`src/rtl/pslip_accept_arb.sv`:
```
// rtl/pslip_accept_arb.sv - pSLIP input-side accept arbiter with round-robin pointer
//
// One instance per switch input. Each scheduling round runs ITERS ARB cycles.
// In each ARB cycle the arbiter samples the grants from the output-side arbiters.
// It accepts one grant, chosen round-robin from ptr, unless it is already matched.
//
// Ports:
//   clk        in   rising-edge clock
//   rst_n      in   asynchronous active-low reset
//   start      in   one-cycle pulse that begins a round (ignored while busy)
//   gnt_in     in   [N-1:0] grants; bit j = output j grants this input
//   acc        out  [N-1:0] registered one-hot accept
//   acc_valid  out  acc carries a fresh accept this cycle
//   matched    out  input matched in the current round
//   match_idx  out  index of the accepted output, valid while matched
//   ptr        out  round-robin accept pointer
//   busy       out  round in progress
//   done       out  one-cycle pulse at the end of a round
module pslip_accept_arb #(
    parameter int N     = 4,
    parameter int ITERS = 2
) (
    input  logic                 clk,
    input  logic                 rst_n,
    input  logic                 start,
    input  logic [N-1:0]         gnt_in,
    output logic [N-1:0]         acc,
    output logic                 acc_valid,
    output logic                 matched,
    output logic [$clog2(N)-1:0] match_idx,
    output logic [$clog2(N)-1:0] ptr,
    output logic                 busy,
    output logic                 done
);

    localparam int PW = $clog2(N);
    localparam int IW = $clog2(ITERS + 1);

    typedef enum logic [1:0] {
        IDLE = 2'd0,
        ARB  = 2'd1,
        DONE = 2'd2
    } state_t;

    state_t          state, state_nxt;
    logic [IW-1:0]   iter;
    logic [PW-1:0]   sel_hi, sel_lo, sel;
    logic            sel_hi_found;
    logic            do_accept;
    logic            last_iter;

    // Round-robin pick: the lowest set grant at or above ptr.
    // If no grant is at or above ptr, the pick wraps to the lowest set grant.
    // Scanning downward leaves the lowest matching index in each candidate.
    always_comb begin
        sel_hi       = '0;
        sel_lo       = '0;
        sel_hi_found = 1'b0;
        for (int i = N - 1; i >= 0; i--) begin
            if (gnt_in[i]) begin
                sel_lo = PW'(i);
                if (i >= int'(ptr)) begin
                    sel_hi       = PW'(i);
                    sel_hi_found = 1'b1;
                end
            end
        end
        sel = sel_hi_found ? sel_hi : sel_lo;
    end

    // Gating on state keeps gnt_in (including X) in IDLE/DONE away from state.
    assign do_accept = (state == ARB) && !matched && (|gnt_in);
    assign last_iter = (iter == IW'(ITERS - 1));

    always_comb begin
        state_nxt = state;
        case (state)
            IDLE:    if (start) state_nxt = ARB;
            ARB:     if (last_iter) state_nxt = DONE;
            DONE:    state_nxt = IDLE;
            default: state_nxt = IDLE;
        endcase
    end

    assign busy = (state != IDLE);
    assign done = (state == DONE);

    always_ff @(posedge clk or negedge rst_n) begin
        if (!rst_n) begin
            state     <= IDLE;
            iter      <= '0;
            acc       <= '0;
            acc_valid <= 1'b0;
            matched   <= 1'b0;
            match_idx <= '0;
            ptr       <= '0;
        end else begin
            state     <= state_nxt;
            acc       <= '0;
            acc_valid <= 1'b0;
            if (state == IDLE && start) begin
                matched <= 1'b0;
                iter    <= '0;
            end
            if (state == ARB) begin
                iter <= iter + IW'(1);
            end
            if (do_accept) begin
                acc       <= N'(1) << sel;
                acc_valid <= 1'b1;
                matched   <= 1'b1;
                match_idx <= sel;
                // The pointer moves only on first-iteration accepts (pSLIP rule).
                // N is a power of two, so the PW-bit add wraps modulo N.
                if (iter == '0) begin
                    ptr <= sel + PW'(1);
                end
            end
        end
    end

endmodule

```
`config.mk`:
```
export PLATFORM = sky130hd
export DESIGN_NAME = pslip_accept_arb
export DESIGN_NICKNAME = d
export VERILOG_FILES = /design/src/rtl/pslip_accept_arb.sv
export SDC_FILE = /design/constraint.sdc
export NUM_CORES = 1
export LEC_CHECK = 0
export CAP_MARGIN = 20
export CORE_UTILIZATION = 51
export DETAILED_ROUTE_END_ITERATION = 10
export GPL_ROUTABILITY_DRIVEN = 0
export PLACE_DENSITY = 0.81
export SYNTH_ARGS = -nofsm -noshare
export SYNTH_HDL_FRONTEND = slang
export SYNTH_SLANG_ARGS = --single-unit
```
`constraint.sdc`:
```
create_clock -name clk -period 5.2 [get_ports clk]
set_clock_uncertainty 0.15 [all_clocks]
set_input_delay 1.56 -clock clk [delete_from_list [all_inputs] [get_ports clk]]
set_output_delay 1.56 -clock clk [all_outputs]
set_load 0.05 [all_outputs]
```
==> out/results.txt, run 1 <==
First-pass GRT wire length: 2.24 mm
Mapped Area: 777 um2
Ys flop type: dfrtp_1
Core ar.: 1370 um2
DR vias/cell: 5.36
Achievable Freq: 291 MHz
Crit path cell chain: or2_2 > clkdlybuf4s50_1
Sequential share of the synthesized area: 45.1%
Tot GR Track Use: 21.3%
Synth Warn #: 0
Crit. Startpoint: state[0]$_DFFE_PN0P_
Num CTS Buffers: 3
Critical path's largest stage delay: 0.70 ns
Pre-antenna DRT Iters: 4
Clk buf depth: 2
P&R area growth vs syn: 30.3%
Clk sink count: 14
Hold Fails Final Rpt: 0
Worst Setup EP: busy
WL final: 1.42 mm
Outcome: finished, final reports clean
Most common cell after layout, fill and taps aside: clkdlybuf4s50_1
# Post-CTS Setup Buffers: 0
CTS tree: done
Post-Synthesis Cells: 70
Period Utilization, post-route: 66.0%
Clock latency at the later pin of the worst-skew pair: 0.28 ns
Hold/Removal Path Class: flip-flop to flip-flop
Slew Viols, Final: 0
Vias in the first global route: 492
Reg2reg end: ptr[1]$_DFFE_PN0P_
R2r worst-path depth: 5
PnR worst setup slack: 1.77 ns
Mapped Nets: 83
Antenna Cells: 0
H-tree level count: 1
Crit Path Class: flip-flop to output port
Avg WL per Cell: 13.3 um
Multi-input gate area: 400 um2
Layout cells sized above 1: 15.2%
Post-route cell area: 1010 um2
Die area: 1680 um2
Pwr dens: 615 nW/um2
GRT overflow: 0
Via Count: 574
Die span in y: 41.0 um
Rows: 13
Max VDD drop: 0.000369 V
Placed Area: 976 um2
Tightest Pin Transition: 0.620 ns
Antenna-violating nets left: 0
Kind of start point of the critical path: flip-flop
Post-synthesis cell type count: 33
Slew HR: 58.5%
Slowest CP cell: clkdlybuf4s50_1
Synthesized flop and latch total: 14
Clock Pin Slew Worst Setup and Hold Paths: 0.09 ns
Setup crit end kind: output port
# nets final: 106
Final Util: 74.1%
Worst Path Max Fanout: 6
Flop-to-flop setup slack: 3.35 ns
Lkg Pwr: 0.460 nW
Setup-failing EPs final: 0
Largest net degree at the start of global routing: 15
DRC: 0
Fillcell total: 93
Sequential Area: 350 um2
Syn Area/Cell: 11.1 um2
Max-cap violation count: 0
Initial antenna violation count: 0
Minimum clock period: 3.43 ns
Die width: 41.0 um
Root Driver: clkbuf_4
Starting Density: 56.9%
# resized after CTS: 0
Placement Setup Slack: 1.71 ns
Fin Setup TNS: 0 ns
Hpwl dp: 1.00 mm
CP Data Arrival Time: 1.72 ns
EDFF count, synth: 0
Hold WS: 0.351 ns
# hold bufs at CTS: 0
Commonest cells after routing, fill and taps aside: 18 x clkdlybuf4s50_1, 14 x dfrtp_1, 6 x inv_1, 6 x ha_1
Port Buffers: 18
DR iter-0 viols: 20
Async set or reset register ratio after synthesis: 100%
# IOs: 19
R2r startpoint: ptr[1]$_DFFE_PN0P_
Critical Path RT: 3.49 ns
RSZ-0062 raised after global routing: false
## stage by stage
step,cells,power (mW)
after global placement,103,0.537
final,107,0.622
after detailed placement,103,0.543
after global routing,107,0.669
after CTS,107,0.627
after floorplan,70,0.440
## cell type report
| type | count | share of cell area (%) |
|---|---|---|
| Clock buffer | 4 | 3.58 |
| Inverter | 7 | 2.60 |
| Multi-Input combinational cell | 49 | 39.6 |
| Sequential cell | 14 | 34.6 |
| Tap cell | 15 | 1.85 |
| Timing Repair Buffer | 18 | 17.8 |
## sequential cells by signal, indices dropped and copies added, names as in the netlist
register / cells
state: 2
acc: 4
acc_valid: 1
ptr: 2
match_idx: 2
matched: 1
iter: 2
## worst min-delay path by stage
stage	startpoint	end	slack (ns)	depth (start not counted)
floorplan	iter[1]$_DFFE_PN0P_	iter[1]$_DFFE_PN0P_	0.30	2
global placement	iter[1]$_DFFE_PN0P_	iter[1]$_DFFE_PN0P_	0.31	2
detailed placement	iter[1]$_DFFE_PN0P_	iter[1]$_DFFE_PN0P_	0.33	2
CTS	iter[1]$_DFFE_PN0P_	iter[1]$_DFFE_PN0P_	0.35	2
global route	match_idx[0]$_DFFE_PN0P_	match_idx[0]$_DFFE_PN0P_	0.41	2
finish	iter[1]$_DFFE_PN0P_	iter[1]$_DFFE_PN0P_	0.35	2
## worst max-delay path: cells and delay by family (launching register included)
family | cells | cell delay (ns)
DFF | 1 | 0.44
buffers and inverters | 1 | 0.70
and+or+nand+nor | 1 | 0.31
## metal layers
metal  global-route usage (%)  up-vias  wire length (um)
met1                     29.9      261               696
li1                         -      289                 -
met3                     4.89        2                80
met4                     10.0        0                19
met5                        0        -                 0
met2                     30.5       22               623
## cell usage after synthesis, types with 2 or more instances
cell      instances  area (um2)
and2_1            4        25.0
a21oi_1           3        15.0
o21bai_1          2        15.0
nor2_1            2        7.51
o31ai_1           2        15.0
nand2_1           4        15.0
inv_1             6        22.5
o21ai_0           2        10.0
ha_1              6        75.1
dfrtp_1          14         350
nand2b_1          3        18.8
## cell families (layout without fill, tap and decap cells)
logic type,after synthesis,in the layout,share of synthesized area (%)
AOI/OAI and AO/OA,18,18,18.5
adders and majority gates,6,6,9.66
and+or+nand+nor,23,23,20.1
buffers and inverters,7,29,3.38
DFF,14,14,45.1
muxes,2,2,3.22
## power breakdown
group	internal (mW)	switching [mW]	total, mW	leakage (nW)
clock	0.0425	0.0356	0.0782	0.0210
combinational	0.135	0.214	0.350	0.262
sequential	0.149	0.0453	0.194	0.177
total	0.327	0.295	0.622	0.460
(Power assumes the default switching activity.)
==> run 2, diff against run 1 <==
CORE_UTILIZATION = 47   (was 51)
PLACE_DENSITY = 0.76   (was 0.81)
clock period = 3.24 ns   (was 5.2 ns; I/O delays follow)
==> out/results.txt, run 2 (synthesis results as in run 1) <==
Worst Path Max Fanout: 6 (unchanged)
Antenna Cells: 0 (unchanged)
Hold Fails Final Rpt: 0 (unchanged)
Die span in y: 42.7 um (+4.0%)
Kind of start point of the critical path: flip-flop
Largest net degree at the start of global routing: 15 (unchanged)
Fin Setup TNS: 0 ns (unchanged)
Tightest Pin Transition: 0.620 ns (-0.000133 ns)
# resized after CTS: 0 (unchanged)
# IOs: 19 (unchanged)
Starting Density: 51.0% (-5.9 points)
Layout cells sized above 1: 15.2% (unchanged)
Slew Viols, Final: 0 (unchanged)
First-pass GRT wire length: 2.19 mm (-2.1%)
Largest reg by FF count: acc
Max reg flops: 4 (unchanged)
Max-cap violation count: 0 (unchanged)
PnR worst setup slack: 0.397 ns (-1.37 ns)
Most common cell after layout, fill and taps aside: clkdlybuf4s50_1
Clock latency at the later pin of the worst-skew pair: 0.28 ns (about the same)
Hold/Removal Path Class: flip-flop to flip-flop
Sw Ratio: 46.9% (-0.55 points)
Logic pwr share: 56.4% (+0.2 points)
# hold bufs at CTS: 0 (unchanged)
Placement Setup Slack: 0.253 ns (-1.45 ns)
GRT overflow: 0 (unchanged)
Die width: 42.7 um (+4.0%)
Clk buf depth: 2 (unchanged)
H-tree level count: 1 (unchanged)
Avg WL per Cell: 12.4 um (-6.9%)
Rows: 14 (+1)
Lkg Pwr: 0.460 nW (unchanged)
Vias in the first global route: 519 (+5.5%)
Max VDD drop: 0.000477 V (+29%)
Hold WS: 0.339 ns (-0.0126 ns)
Crit Path Class: flip-flop to output port
Hpwl dp: 1.09 mm (+8.2%)
Initial antenna violation count: 0 (unchanged)
Core ar.: 1520 um2 (+12%)
Placed cells: 104 (+0.97%)
WL final: 1.34 mm (-6.0%)
Minimum clock period: 2.84 ns
P&R area growth vs syn: 30.4%
Total power draw: 0.989 mW (+59%)
CTS tree: done
Non-filler cells, final: 108 (+0.93%)
Achievable Freq: 352 MHz
DR vias/cell: 5.39 (+0.45%)
Pint: 0.525 mW (+61%)
Setup crit end kind: output port
Period Utilization, post-route: 87.8%
Clk network pwr share: 12.2% (-0.4 points)
Setup-failing EPs final: 0 (unchanged)
Slew HR: 58.5% (about the same)
Via Count: 582 (+1.4%)
DRC: 0 (unchanged)
Pre-antenna DRT Iters: 4 (unchanged)
Root Driver: clkbuf_4
Commonest cells after routing, fill and taps aside: 18 x clkdlybuf4s50_1, 14 x dfrtp_1, 6 x inv_1, 6 x ha_1
Die area: 1820 um2 (+8.1%)
Outcome: finished, final reports clean
RSZ-0062 raised after global routing: false
# Post-CTS Setup Buffers: 0 (unchanged)
Net Sw Power: 0.464 mW (+57%)
Pwr dens: 975 nW/um2 (+59%)
DR iter-0 viols: 11 (-45%)
Sequential share of power: 31.4% (+0.2 points)
# nets final: 106 (unchanged)
Flop-to-flop setup slack: 1.36 ns (-1.99 ns)
Clk sink count: 14 (unchanged)
CP Data Arrival Time: 1.72 ns (about the same)
Num CTS Buffers: 3 (unchanged)
Port Buffers: 18 (unchanged)
Clock Pin Slew Worst Setup and Hold Paths: 0.07 ns (-0.02 ns)
Antenna-violating nets left: 0 (unchanged)
Tot GR Track Use: 16.5% (-4.8 points)
Critical Path RT: 2.12 ns (-1.37 ns)
run 2: critical path: stages, from the launching register on:
cell             delay (ns)
dfrtp_1                0.44
or2_2                  0.31
clkdlybuf4s50_1        0.70
run 2: per-layer routing:
metal | up-vias | part of all wire [%] | track usage [%]
li1 | 295 | - | -
met5 | - | 0 | 0
met1 | 274 | 44 | 18.8
met4 | 0 | 0 | 1.88
met3 | 0 | 5.2 | 7.66
met2 | 13 | 51 | 28.8
run 2: layout make-up:
class / count / area, um2
fillers: 130 / 510
multi-input cells: 49 / 400
flip-flops and latches: 14 / 350
repair buffers: 18 / 180
clock buffers: 4 / 36.3
inverters: 7 / 26.3
well taps: 16 / 20.0
run 2: path summary, 6_finish.rpt:
check / start / to / depth (start not counted)
worst max-delay path: state[0]$_DFFE_PN0P_ / busy / 2
worst min-delay path: iter[1]$_DFFE_PN0P_ / iter[1]$_DFFE_PN0P_ / 2
worst max register to register: ptr[1]$_DFFE_PN0P_ / ptr[1]$_DFFE_PN0P_ / 5
worst min register to register: iter[1]$_DFFE_PN0P_ / iter[1]$_DFFE_PN0P_ / 2
max in group asynchronous: rst_n / state[0]$_DFFE_PN0P_ / 1
min in group asynchronous: rst_n / acc[0]$_DFF_PN0_ / 1
run 2: per-stage QoR:
step / utilization [%] / cell area (um2)
2_1_floorplan: - / 777
3_3_place_gp: 64.1 / 977
3_5_place_dp: 64.1 / 977
4_1_cts: 66.5 / 1010
5_1_grt: 66.5 / 1010
6_report: 66.5 / 1010
run 2: power by group through the flow:
stage          logic (mW)  clock network [mW]  registers (mW)
2_1_floorplan       0.267                   0           0.439
3_3_place_gp        0.556                   0           0.312
3_5_place_dp        0.563                   0           0.313
4_1_cts             0.565               0.126           0.310
5_1_grt             0.604               0.135           0.321
6_report            0.558               0.121           0.310
==> run 3, diff against run 2 <==
TNS_END_PERCENT = 50   (was default)
==> results of run 3 <==
The final DEF is identical to that of run 2; final timing and power are the same.
